<file path="src/rtl/fixed3_ray_param_solve.sv">
// Recovers t from p = o + t*d on the axis with the largest |d|, using a fixed-latency
// radix-2 restoring divider between valid/ready handshakes.
//
// state  | meaning
// IDLE   | waiting for in_valid; operands latched on accept
// SELECT | pick axis, form magnitudes, sign, dz and ovf flags
// DIVIDE | one quotient bit per cycle, WIDTH cycles
// DONE   | result presented, held until out_ready
module fixed3_ray_param_solve #(
    parameter int WIDTH = 32,
    parameter int FRAC  = 16
) (
    input  logic                 clk,
    input  logic                 rst,
    input  logic                 in_valid,
    output logic                 in_ready,
    input  logic [3*WIDTH-1:0]   p,
    input  logic [3*WIDTH-1:0]   o,
    input  logic [3*WIDTH-1:0]   d,
    output logic                 out_valid,
    input  logic                 out_ready,
    output logic [WIDTH-1:0]     out_t,
    output logic [1:0]           out_axis,
    output logic                 out_dz,
    output logic                 out_ovf
);
    localparam int CW = $clog2(WIDTH);

    typedef enum logic [1:0] {S_IDLE, S_SELECT, S_DIVIDE, S_DONE} state_t;
    state_t state, state_nxt;

    logic [3*WIDTH-1:0] p_r, o_r, d_r;
    logic [WIDTH-1:0]   abs_d [3];
    logic [1:0]         sel_k;
    logic [WIDTH-1:0]   pk, ok, dk;
    logic [WIDTH:0]     num, mag_n_w;
    logic [2*WIDTH-1:0] ovf_lhs, ovf_rhs;

    logic [WIDTH-1:0]   mag_d, dlow, q, q_nxt;
    logic [WIDTH+1:0]   rem, rem_nxt;
    logic [WIDTH+2:0]   shifted;
    logic               ge;
    logic [CW-1:0]      cnt;
    logic               sign, dz, ovf;
    logic [1:0]         axis;

    always_comb begin
        for (int i = 0; i < 3; i++) begin
            abs_d[i] = d_r[i*WIDTH+WIDTH-1] ? -d_r[i*WIDTH +: WIDTH] : d_r[i*WIDTH +: WIDTH];
        end
        sel_k = 2'd0;
        if (abs_d[1] > abs_d[0])
            sel_k = 2'd1;
        if (abs_d[2] > abs_d[sel_k])
            sel_k = 2'd2;
        pk = p_r[int'(sel_k)*WIDTH +: WIDTH];
        ok = o_r[int'(sel_k)*WIDTH +: WIDTH];
        dk = d_r[int'(sel_k)*WIDTH +: WIDTH];
        // One extra bit so p - o cannot wrap.
        num     = {pk[WIDTH-1], pk} - {ok[WIDTH-1], ok};
        mag_n_w = num[WIDTH] ? -num : num;
        ovf_lhs = {{(WIDTH-FRAC-1){1'b0}}, mag_n_w, {FRAC{1'b0}}};
        ovf_rhs = {1'b0, abs_d[sel_k], {(WIDTH-1){1'b0}}};
    end

    // Remainder stays below 2*mag_d when no overflow, so WIDTH+2 bits suffice.
    always_comb begin
        shifted = {rem, dlow[WIDTH-1]};
        ge      = shifted >= {3'b000, mag_d};
        rem_nxt = ge ? (WIDTH+2)'(shifted - {3'b000, mag_d}) : (WIDTH+2)'(shifted);
        q_nxt   = (q << 1) | WIDTH'(ge);
    end

    always_ff @(posedge clk) begin
        if (rst)
            state <= S_IDLE;
        else
            state <= state_nxt;
    end

    always_comb begin
        state_nxt = state;
        in_ready  = 1'b0;
        out_valid = 1'b0;
        case (state)
            S_IDLE: begin
                in_ready = 1'b1;
                if (in_valid)
                    state_nxt = S_SELECT;
            end
            S_SELECT: state_nxt = S_DIVIDE;
            S_DIVIDE: if (cnt == '0) state_nxt = S_DONE;
            S_DONE: begin
                out_valid = 1'b1;
                if (out_ready)
                    state_nxt = S_IDLE;
            end
            default: state_nxt = S_IDLE;
        endcase
    end

    always_ff @(posedge clk) begin
        if (rst) begin
            p_r      <= '0;
            o_r      <= '0;
            d_r      <= '0;
            mag_d    <= '0;
            dlow     <= '0;
            q        <= '0;
            rem      <= '0;
            cnt      <= '0;
            sign     <= 1'b0;
            dz       <= 1'b0;
            ovf      <= 1'b0;
            axis     <= 2'd0;
            out_t    <= '0;
            out_axis <= 2'd0;
            out_dz   <= 1'b0;
            out_ovf  <= 1'b0;
        end else begin
            case (state)
                S_IDLE: begin
                    if (in_valid) begin
                        p_r <= p;
                        o_r <= o;
                        d_r <= d;
                    end
                end
                S_SELECT: begin
                    axis  <= sel_k;
                    mag_d <= abs_d[sel_k];
                    sign  <= num[WIDTH] ^ dk[WIDTH-1];
                    dz    <= (abs_d[sel_k] == '0);
                    ovf   <= (abs_d[sel_k] != '0) && (ovf_lhs >= ovf_rhs);
                    // Dividend is mag_n << FRAC: its top bits seed the remainder.
                    rem   <= {{(WIDTH+1-FRAC){1'b0}}, mag_n_w[WIDTH:WIDTH-FRAC]};
                    dlow  <= {mag_n_w[WIDTH-FRAC-1:0], {FRAC{1'b0}}};
                    q     <= '0;
                    cnt   <= CW'(WIDTH-1);
                end
                S_DIVIDE: begin
                    rem  <= rem_nxt;
                    dlow <= dlow << 1;
                    q    <= q_nxt;
                    cnt  <= cnt - CW'(1);
                    if (cnt == '0) begin
                        out_axis <= axis;
                        out_dz   <= dz;
                        out_ovf  <= !dz && ovf;
                        if (dz)
                            out_t <= {1'b0, {(WIDTH-1){1'b1}}};
                        else if (ovf)
                            out_t <= sign ? {1'b1, {(WIDTH-2){1'b0}}, 1'b1} : {1'b0, {(WIDTH-1){1'b1}}};
                        else
                            out_t <= sign ? -q_nxt : q_nxt;
                    end
                end
                default: ;
            endcase
        end
    end
endmodule

</file>
<file path="config.mk">
export PLATFORM = sky130hd
export DESIGN_NAME = fixed3_ray_param_solve
export DESIGN_NICKNAME = d
export VERILOG_FILES = /design/src/rtl/fixed3_ray_param_solve.sv
export SDC_FILE = /design/constraint.sdc
export NUM_CORES = 2
export LEC_CHECK = 0
export CAP_MARGIN = 20
export CORE_UTILIZATION = 40
export DETAILED_ROUTE_END_ITERATION = 6
export PLACE_DENSITY = 0.6
export SYNTH_ARGS = -nofsm -noshare
export SYNTH_HDL_FRONTEND = slang
export SYNTH_SLANG_ARGS = --single-unit
</file>
<file path="constraint.sdc">
create_clock -name clk -period 11.94 [get_ports clk]
set_input_delay 1.194 -clock clk [delete_from_list [all_inputs] [get_ports clk]]
set_output_delay 1.194 -clock clk [all_outputs]
set_load 0.005 [all_outputs]
</file>
# Word level (Yosys, flattened, before mapping)

Cells that the tools add are included.

Output and inout port bits: 38
Bits in latches: 0
Bits in read-only memories: 0
Memories: 0
Logic and storage cells: 82
RAM bits: 0
Bits in registers: 465
Bits of input ports: 292

Magnitude comparators: 6
Equality and inequality tests: 6
Shift operators: 3
Div/mod/pow operators: 0
Bitwise gates (word level): 4
Reduce and logical (&&, ||, !) cells: 11
Mux-type cells: 27
Add/sub/neg operators: 8
$mul: 0

Operators by type and width:

| cell               | number |
|---|---|
| $mux 32            | 11 |
| $shiftx 96x8->32   | 3 |
| $bmux 32 s2        | 2 |
| $neg 32->32        | 4 |
| $pmux 34 s2        | 1 |
| $gt 32x32->1       | 2 |
| $pmux 32 s2        | 1 |
| $ge 49x63->1       | 1 |
| $pmux 31 s2        | 1 |
| $ge 35x32->1       | 1 |
| $mux 34            | 1 |
| $sub 34x32->34     | 1 |
| $mux 33            | 1 |
| $neg 33->33        | 1 |
| $sub 32x32->33     | 1 |
| $logic_not 32->1   | 1 |
| $or 32x1->32       | 1 |
| $reduce_bool 32->1 | 1 |
| $pmux 5 s2         | 1 |
| $mux 2             | 4 |
| $pmux 2 s4         | 1 |
| $ge 3x3->1 const B | 2 |
| $ne 2x2->1 const B | 3 |
| $not 2->3          | 2 |
| 12 further kinds   | 17 |

# Depth between registers and ports, before layout

Word-level depth: 16
Gate-level depth with buffers: 58
Depth with buffers taken out: 48

# Worst setup path after synthesis

No wires, ideal clock.

Kind: register to register
Start: reg d_r[47]
End: reg ovf
Arrival time: 12.256 ns
Stages on the path, launching flop included: 54
Setup time: 0.133 ns
Data required time: 11.807 ns
Path slack: -0.448 ns
Buffers on the path: 9
Clock period less this slack: 12.388 ns
Cells stage by stage: dfxtp_1 > or4_1 > or4_1 > clkbuf_1 > or3_1 > o41ai_2 > xnor2_1 > ha_1 > a21o_1 > a21o_1 > a211oi_1 > o21ai_0 > a221oi_1 > o31ai_4 > o21ai_2 > buf_2 > clkbuf_1 > clkbuf_1 > [18 not listed] > or3_1 > xnor2_1 > a2111o_1 > nor4_1 > nand4_1 > o31ai_1 > xor2_1 > ha_1 > a21o_1 > a21o_1 > a21oi_1 > nor2b_1 > o21ai_0 > nand2b_1 > nor3b_1 > a21oi_1 > a311oi_1 > a211oi_1

Word-level cells in the longest chain between the ends: 16
Elaborated cells between the ends (all ways): 22
Classes of those cells: 3 x add/sub; 3 x order compare; 2 x shift; 10 x mux; 2 x bitwise; 2 x reduce/logical

Ends and longest elaborated chain:

| element                                                   | RTL line    | text |
|---|---|---|
| start: declaration                                        | 32          | `logic [3*WIDTH-1:0] p_r, o_r, d_r;` |
| start signal: assignment                                  | 106         | `d_r <= '0;` |
| start signal: assignment                                  | 126         | `d_r <= d;` |
| $neg 32->32                                               | 49          | `abs_d[i] = d_r[i*WIDTH+WIDTH-1] ? -d_r[i*WIDTH +: WIDTH] : d_r[i*WIDTH +: WIDTH];` |
| $mux 32 (*)                                               | 49          |  |
| $gt 32x32->1                                              | 52          | `if (abs_d[1] > abs_d[0])` |
| $mux 1                                                    | 52          |  |
| $not 2->3 (implied by the code)                           | 54          | `if (abs_d[2] > abs_d[sel_k])` |
| $bmux 32 s2                                               | 54          |  |
| $mux 32 (implied by the code) (2 in a row)                | 54          |  |
| $gt 32x32->1                                              | 54          |  |
| $mux 2                                                    | 54          |  |
| $shiftx 96x8->32, or another cell as far along            | 56          | `pk = p_r[int'(sel_k)*WIDTH +: WIDTH];` |
| $sub 32x32->33 / $bmux 32 s2 (equally long branches)      | 60, 63, 134 |  |
| $neg 33->33 / $mux 32 (equally long branches)             | 61, 63, 134 |  |
| $mux 33 / $mux 32 (equally long branches)                 | 61, 63, 134 |  |
| $ge 49x63->1 / $reduce_bool 32->1 (equally long branches) | 134         | `ovf <= (abs_d[sel_k] != '0) && (ovf_lhs >= ovf_rhs);` |
| $logic_and 1x1->1 (*)                                     | 134         |  |
| end signal: assignment                                    | 134         |  |
| end: declaration                                          | 44          | `logic sign, dz, ovf;` |

Every way passes the cells marked *; elsewhere a longest branch is shown, timed or not. The select of a mux whose other input is x is not followed.
A chain may end at the register's enable or synchronous reset.

# Worst setup path in the final report

Start: reg d_r[21]
End: reg ovf

Same word-level chain as after synthesis.

==> results.py <==
metrics = {
    "place": {
        "post_placement_setup_slack_ns": -0.176,
        "io_buffers": 329,
        "gp_congestion": 0.927,
        "dp_hpwl_mm": 71.2,
        "dp_cells": 4937,
    },
    "worst_setup_path": {
        "worst-r2r-cell-count": 43,
        "critPathMaxFanout": 27,
        "critPathRequiredTime_ns": 12.45,
        "timing.critical_path.arrival_ns": 12.06,
        "timing.rr.end": "ovf$_SDFFE_PP0N_",
        "start_kind": "flop",
        "critical_path.endpoint_type": "flop",
        "worstReg2RegStart": "d_r[21]$_SDFFE_PP0P_",
        "reg2reg_setup_slack_ns": 0.40,
        "max_stage_delay_ns": 0.59,
        "crit_type": "flop to flop",
        "crit_path_max_delay_cell_type": "or4_1",
    },
    "grt": {
        "largest_net_degree_at_the_start_of_global_routing": 179,
        "grt-ovfl-total": 0,
        "grt_pass1_wl_mm": 147,
        "antenna_found_initial": 5,
        "first_global_vias": 25950,
        "grt.total_usage_pct": 26.3,
    },
    "die": {
        "floorplan.initialDensity_pct": 40.6,
        "design.core.area_um2": 68900,
        "die_height_um": 267,
        "design.portCount": 330,
        "die_w_um": 267,
        "die_area_um2": 71100,
        "num_rows": 96,
    },
    "clocking": {
        "clkSinkCount": 449,
        "clock_tree.root_cell": "clkbuf_16",
        "clk_latency_ns": 0.63,
        "cts_clk_pin_slew_worst_paths_ns": 0.06,
        "max-clock-path-buffers": 3,
        "tritoncts": "built",
        "cts_hold_buffers": 0,
        "clock_buffers_created_by_tritoncts": 51,
        "htree_levels": 2,
    },
    "drt": {
        "drt_first_iter_violations": 1918,
        "routed_wirelength_mm": 95.6,
        "post_drt_via_cell_ratio": 5.49,
        "wire_per_inst_um": 18.9,
        "drtAntennaViolNets": 0,
        "drc_errors": 0,
        "detailedRoute.firstPassIterationCount": 5,
        "via_count": 27732,
    },
    "sta": {
        "setup_ws_ns": 0.399,
        "period_minus_slack_ns": 11.54,
        "final.setup_skew_ns": 0.0268,
        "timing.final.hold_violations": 0,
        "timing.fmax_ghz": 0.0866,
        "setup_viol_count_final": 0,
        "timing.final.crit_share_pct": 96.7,
        "final_max_slew_viol_count": 0,
        "max_slew_margin_pct": 21.3,
        "worst_slew_pin_slew_ns": 1.17,
    },
    "synthesis": {
        "postSynthRegisterBits": 449,
        "synth.largest_area_cell": "dfxtp_1",
        "synth-warning-count": 0,
        "yosys-top-cells-area": "dfxtp_1 (32%), nand2_1 (13%), a21oi_1 (9.5%)",
        "synth-edff-count": 0,
        "post_synthesis_average_cell_area_um2": 7.33,
        "synth_top_area_share_pct": 32.1,
        "unique_cell_type_count_in_the_yosys_netlist": 95,
        "ys_seq_area_share_pct": 32.1,
        "synth_area_um2": 28000,
        "synth_nets": 4271,
        "syn-instance-count": 3821,
        "dominant_synthesized_flop_cell": "dfxtp_1",
        "postSynth.asyncResetShare_pct": 0,
    },
    "min_path": {
        "min-delay-start": "o_r[82]$_SDFFE_PP0P_",
        "worstHoldEndpoint": "o_r[82]$_SDFFE_PP0P_",
        "holdPathStages": 2,
        "hold_path_class": "flop to flop",
    },
    "finish": {
        "flow.area_growth_from_synthesis_pct": 23.2,
        "number_of_nets_in_the_layout": 4526,
        "stdcell_count": 5054,
        "fillers": 7013,
        "mostFrequentLayoutCell": "nand2_1",
        "layout_common_cells": "nand2_1 (954), a21oi_1 (531), dfxtp_1 (449), clkdlybuf4s50_1 (328), nor2_1 (210)",
        "fraction_of_final_layout_cells_with_drive_strength_greater_than_1_pct": 7.50,
        "utilization_pct": 50.0,
    },
    "flow_run": {
        "drv_cap": 0,
    },
    "outcome": {
        "outcome": "complete, no violations",
    },
}
## synthesized netlist by cell type, types with 19 or more instances
| master | instances |
|---|---|
| inv_1 | 91 |
| xnor2_1 | 130 |
| or3_1 | 35 |
| xor2_1 | 55 |
| nor3_1 | 54 |
| nor2_1 | 215 |
| o21ai_0 | 133 |
| nor4_1 | 23 |
| a211oi_1 | 33 |
| clkbuf_1 | 205 |
| a21oi_1 | 533 |
| dfxtp_1 | 449 |
| a31oi_1 | 49 |
| nand3_1 | 61 |
| buf_1 | 28 |
| o41ai_1 | 25 |
| a21o_1 | 52 |
| nand2_1 | 956 |
| o31ai_1 | 43 |
| nand2b_1 | 34 |
| nand4_1 | 34 |
| mux2_2 | 19 |
| ha_1 | 156 |
| or4_1 | 22 |
| mux2i_1 | 38 |
| o211ai_1 | 44 |
| o21a_1 | 35 |
## cell type report
| class | count | area, µm² | share of cell area (%) |
|---|---|---|---|
| clock buffer | 67 | 1470 | 4.26 |
| sequential | 449 | 8990 | 26.1 |
| antenna | 4 | 10.0 | 0.0290 |
| tap | 931 | 1160 | 3.38 |
| clock inverter | 29 | 335 | 0.972 |
| multi-input combinational | 3028 | 17900 | 51.9 |
| inverter | 95 | 357 | 1.03 |
| timing repair buffer | 451 | 4250 | 12.3 |
## per-layer routing
metal / GRT usage, % / wire [µm]
met1: 35.0 / 43500
met2: 44.0 / 44800
met5: 0 / 7
met3: 3.04 / 4390
met4: 8.51 / 2990
## worst max-delay path, delay by kind of cell (launching register included)
family,cells,cell delay [ns]
buffers and inverters,5,0.92
and+or+nand+nor,21,6.06
DFF,1,0.33
AOI/OAI and AO/OA,12,2.58
adders and majority gates,5,1.56
## registers in the layout, summed over array words and instances (netlist names), 2 cells and up
signal and flops:
out_axis 2, o_r 96, q 31, mag_d 32, rem 34, d_r 96
p_r 96, state 2, dlow 16, out_t 32, cnt 5, axis 2
## kinds of logic after synthesis
group,after synthesis,share of synthesized area [%]
xor gates and xnor gates,187,5.90
buffers and inverters,344,4.72
AOI/OAI and AO/OA,1095,24.2
DFF,449,32.1
muxes,58,2.17
and+or+nand+nor,1529,23.8
adders and majority gates,159,7.15
## stage by stage
step	setup TNS, ns	hold WS (ns)	instance area (µm²)
2_1_floorplan	0	0.431	28000
3_3_place_gp	0	0.442	32400
3_5_place_dp	-0.176	0.447	32400
4_1_cts	0	0.455	34200
5_1_grt	-0.0906	0.466	34500
6_report	0	0.455	34500
## worst max path at each step
stage	start	end	cells past startpoint
2_1_floorplan	d_r[47]$_SDFFE_PP0P_	ovf$_SDFFE_PP0N_	54
3_3_place_gp	d_r[0]$_SDFFE_PP0P_	ovf$_SDFFE_PP0N_	45
3_5_place_dp	d_r[0]$_SDFFE_PP0P_	ovf$_SDFFE_PP0N_	48
4_1_cts	d_r[48]$_SDFFE_PP0P_	ovf$_SDFFE_PP0N_	47
5_1_grt	d_r[48]$_SDFFE_PP0P_	ovf$_SDFFE_PP0N_	49
6_report	d_r[21]$_SDFFE_PP0P_	ovf$_SDFFE_PP0N_	43
## timing repair
| item | CTS | global route |
|---|---|---|
| pin swaps | 1 | 18 |
| endpoints found under the setup margin | 1 | 1 |
| setup buffers | 0 | 17 |
| resized for setup | 3 | 38 |
| cloned | 0 | 0 |
Power is left out: the tool's default activity adds up to more than one toggle a clock period on the data nets, which glitch-free logic cannot reach.
